--- src/rtl/regfile.sv ---
// Two-read, one-write 32x32 register file with byte write enables and a hardwired zero register.
// Optional macro REGFILE_BYPASS_EN forwards a same-cycle write onto the read ports.
module regfile (
  input  logic        clk,
  input  logic        rst,
  input  logic [3:0]  we,
  input  logic [4:0]  waddr,
  input  logic [31:0] wdata,
  input  logic        re1,
  input  logic [4:0]  raddr1,
  output logic [31:0] rdata1,
  input  logic        re2,
  input  logic [4:0]  raddr2,
  output logic [31:0] rdata2
);

  logic [31:0] regs [32];
  logic [31:0] lane_mask;
  logic        wr_en;

  always_comb begin
    for (int b = 0; b < 4; b++) lane_mask[8*b +: 8] = {8{we[b]}};
  end

  assign wr_en = (waddr != 5'd0) && (we != 4'b0000);

  // NOTE: every entry has a reset, so this array maps to flops rather than a RAM macro.
  always_ff @(posedge clk) begin
    if (!rst) begin
      for (int i = 0; i < 32; i++) regs[i] <= '0;
    end else if (wr_en) begin
      regs[waddr] <= (regs[waddr] & ~lane_mask) | (wdata & lane_mask);
    end
  end

  function automatic logic [31:0] read_port(
    input logic        rst_ok,
    input logic        re,
    input logic [4:0]  raddr,
    input logic [31:0] stored,
    input logic        hit,
    input logic [31:0] mask,
    input logic [31:0] wval
  );
    logic [31:0] v;
    v = '0;
    if (rst_ok && re && raddr != 5'd0) begin
`ifdef REGFILE_BYPASS_EN
      v = hit ? ((stored & ~mask) | (wval & mask)) : stored;
`else
      v = stored;
`endif
    end
    return v;
  endfunction

  logic hit1, hit2;
  assign hit1 = wr_en && (raddr1 == waddr);
  assign hit2 = wr_en && (raddr2 == waddr);

  // NOTE: combinational outputs are assigned on every path, so no latch is inferred.
  always_comb begin
    rdata1 = read_port(rst, re1, raddr1, regs[raddr1], hit1, lane_mask, wdata);
    rdata2 = read_port(rst, re2, raddr2, regs[raddr2], hit2, lane_mask, wdata);
  end

endmodule

--- config.mk ---
export PLATFORM = sky130hd
export DESIGN_NAME = regfile
export DESIGN_NICKNAME = d
export VERILOG_FILES = /design/src/rtl/regfile.sv
export SDC_FILE = /design/constraint.sdc
export NUM_CORES = 2
export LEC_CHECK = 0
export CELL_PAD_IN_SITES_DETAIL_PLACEMENT = 1
export CELL_PAD_IN_SITES_GLOBAL_PLACEMENT = 1
export CORE_MARGIN = 1.5
export CORE_UTILIZATION = 45
export DETAILED_ROUTE_END_ITERATION = 16
export MAX_ROUTING_LAYER = met4
export PLACE_DENSITY_LB_ADDON = 0.1
export SYNTH_ARGS = -nofsm -noshare
export SYNTH_HDL_FRONTEND = slang
export SYNTH_SLANG_ARGS = --single-unit
--- constraint.sdc ---
create_clock -name clk -period 6 [get_ports clk]
set_clock_uncertainty 0.2 [all_clocks]
set_input_delay 1.8 -clock clk [delete_from_list [all_inputs] [get_ports clk]]
set_output_delay 1.8 -clock clk [all_outputs]
set_load 0.1 [all_outputs]
==> impl_metrics.csv <==
group,metric,value,unit
setup_path,rrSetupSlack,2.73,ns
global_routing,grt_use_total,0.440,
global_routing,antenna_found_initial,15,
clock_network,clock_sinks,1024,
power,p_total,19.6,mW
die,start_util,0.455,
die,dieArea,140000,um2
sta,fin_ws,-0.00475,ns
logic_synthesis,synth_area,61900,um2
clock_network,h-tree-depth,3,
sta,worst_pin_slew,1.25,ns
clock_network,path_clk_slew,0.06,ns
final_layout,n_fill_cell,13070,
power,intPower,13.8,mW
logic_synthesis,yosysWarnings,0,
logic_synthesis,avgSynthCellArea,13.2,um2
setup_path,crit_end,"rdata2[19]",
place,placed_cells,6559,
power,power_switching,5.82,mW
setup_path,critPathLaunch,"raddr2[2]",
logic_synthesis,synth_edf_count,1024,
power,seq_power_share,0.429,
logic_synthesis,synth_compound_area_frac,0.0841,
place,portBuffers,118,
die,dieHeight,374,um
logic_synthesis,async_reset_ff_frac,0,
setup_path,reg2regPathDepth,6,
place,gp_congestion,0.951,
setup_path,r2r_start,"regs[6][23]",
place,post-place-ws,-0.236,ns
power,leakage,26.4,nW
final_layout,reg_top3,"regs (1024)",
setup_path,crit_fanout,14,
die,rows,135,
setup_path,crit_arrival,4.00,ns
sta,whs,0.882,ns
drt,drc,0,
drt,wl,302000,um
die,design.portCount,119,
power,p_per_area,266,nW/um2
global_routing,grt_pass1_vias,50198,
logic_synthesis,synth-simple-area-share,0.106,
sta,relSlewSlack,0.164,
die,core-area,136000,um2
setup_path,critical_path_required,4.00,ns
power,max-vdd-ir-drop,238,uV
status,outcome,"finished, violations left",
job,maxCapViolations,0,
sta,setup_violations,2,
final_layout,drive_gt1_frac,0.352,
sta,finalHoldViolations,0,
logic_synthesis,yosys-mux-area-fraction,0.272,
final_layout,final_cells,6799,
logic_synthesis,synth_area_leader_cell,"edfxtp_1",
logic_synthesis,synth_top_area_frac,0.497,
clock_network,cts.path.max_buffers,3,
sta,rsz0062_at_grt,"yes",
setup_path,critical_path_class,"input port to output pin",
power,p_clk_frac,0.380,
logic_synthesis,synth_xor_area_frac,0,
final_layout,area_growth,19.3,%
sta,fmax,0.167,GHz
global_routing,grt_max_degree,77,
logic_synthesis,ys_seq_area_frac,0.497,
clock_network,cts_tree,"yes",
logic_synthesis,synthFlopType,"edfxtp_1",
sta,final.min_clock_period,6.00,ns
power,power_frac_comb,0.192,
clock_network,clock_latency,0.79,ns
setup_path,worstSetupEndpointType,"output pin",
sta,slew_violations,0,
logic_synthesis,yosys-top-cells-area,"edfxtp_1 (50%), mux4_2 (19%), mux2i_1 (7.4%)",
min_path,min_path_type,"register to register",
final_layout,final_nets,4956,
global_routing,grt_first_pass_wirelength,410000,um
clock_network,numCtsBuffers,119,
final_layout,largest_register,"regs",
setup_path,worstSetupStartpointType,"input port",
status,violations,"setup timing",
drt,first_pass_iters,7,
clock_network,cts-root-buf,"clkbuf_16",
logic_synthesis,synth-seq-cells,1024,
sta,fin_crit_sh,1.00,
place,hpwl,192000,um
die,die_width,374,um
logic_synthesis,synth.distinct_cells,78,
drt,via_count,51064,
sta,setup_tns,-0.00536,ns
logic_synthesis,synth_cells,4676,
drt,ant_nets,0,
logic_synthesis,synth_fa_ha_area_frac,0,
global_routing,overflow,0,
drt,drtIter0Drc,9018,
power,p_sw_frac,0.297,
drt,drt-vias-per-instance,7.51,
final_layout,largest_reg_flops,1024,
setup_path,worstReg2RegEnd,"regs[24][23]",
logic_synthesis,synth_top_family_by_area,"multiplexers",
drt,wire_per_inst,44.5,um
kinds of logic after synthesis:
group | after synthesis
other cells | 1
compound gates | 689
mux | 1036
flops | 1024
simple gates | 1400
buf+inv | 526
worst min path at each step:
stage,start,slack (ns),end,cells past startpoint
after floorplan,regs[23][23],0.68,regs[7][23],5
after global placement,regs[0][2],0.85,regs[31][2],5
after detailed placement,regs[1][2],0.86,regs[29][2],5
after CTS,regs[0][2],0.88,regs[28][2],5
after global routing,regs[29][2],0.96,regs[30][2],5
final,regs[0][2],0.88,regs[28][2],5
cell type report:
class	instances	area, um2	area share
Clock inverter	77	704	0.00954
Clock buffer	145	3140	0.0425
Timing Repair Buffer	591	7190	0.0974
Inverter	8	35.0	0.000474
Sequential cell	1024	30700	0.416
Tap cell	1781	2230	0.0302
Antenna cell	16	40.0	0.000542
Multi-Input combinational cell	3157	29700	0.403
layer usage:
layer  up-vias  GRT usage  share of wire
met5         -          -              0
li1      18860          -              -
met2      4427      0.628           0.44
met1     26708      0.555           0.35
met3      1069      0.120           0.14
met4         0      0.275          0.071
stage by stage:
step	utilization	area, um2
floorplan	-	62600
global placement	0.514	69800
detailed placement	0.514	69800
CTS	0.542	73700
global route	0.543	73800
finish	0.543	73800
worst max-delay path, cell delays in order:
cell	delay (ns)
buf_4	0.18
nor2_4	0.49
buf_4	0.39
a22oi_1	0.14
a32oi_1	0.23
o21ai_0	0.19
a22o_2	0.35
buf_12	0.19
power groups by stage:
stage	logic (mW)	clock network, mW	registers, mW
finish	3.76	7.45	8.41
global route	3.80	7.69	8.43
CTS	3.66	7.45	8.39
detailed placement	3.64	0	8.54
global placement	3.61	0	8.51
floorplan	2.11	0	8.45
cell usage after synthesis, types with 17 or more instances:
master    instances
o22ai_1          71
nor2_2          272
a211oi_1         28
a22o_1           73
nand2_1         185
nor2b_1          39
nor4_1           27
buf_2           194
nand3_1          27
a21oi_1          67
mux2i_1         455
buf_1            23
clkbuf_1        249
o21ai_0          80
edfxtp_1       1024
and3_1           19
nor3_1           77
a221oi_1         89
buf_4            18
a22oi_1         116
o211ai_1         21
buf_6            32
o22a_1           17
nor2_1          688
mux4_2          510
mux2_2           71
placed cells by master, fill, tap and decap left out, types with 30 or more instances in the layout:
| cell type | netlist | routed |
|---|---|---|
| a21oi_1 | 67 | 67 |
| a221oi_1 | 89 | 87 |
| a22o_1 | 73 | 66 |
| a22oi_1 | 116 | 116 |
| buf_12 | 1 | 206 |
| buf_4 | 18 | 330 |
| clkbuf_16 | 0 | 122 |
| clkdlybuf4s50_1 | 0 | 42 |
| clkinv_1 | 1 | 30 |
| conb_1 | 1 | 32 |
| edfxtp_1 | 1024 | 1024 |
| mux2_2 | 71 | 71 |
| mux2i_1 | 455 | 454 |
| mux4_2 | 510 | 510 |
| nand2_1 | 185 | 122 |
| nand2_2 | 0 | 48 |
| nor2_1 | 688 | 683 |
| nor2_2 | 272 | 274 |
| nor2b_1 | 39 | 34 |
| nor3_1 | 77 | 74 |
| o21ai_0 | 80 | 80 |
| o22ai_1 | 71 | 68 |
timing repair:
action	CTS	global route
gates resized for setup	11	10
pin swaps	0	3
endpoints found under the hold margin	0	0
setup endpoints to repair	22	17
gates cloned	1	0
setup buffers	1	0
hold buffers	0	0
(Power assumes the default switching activity.)
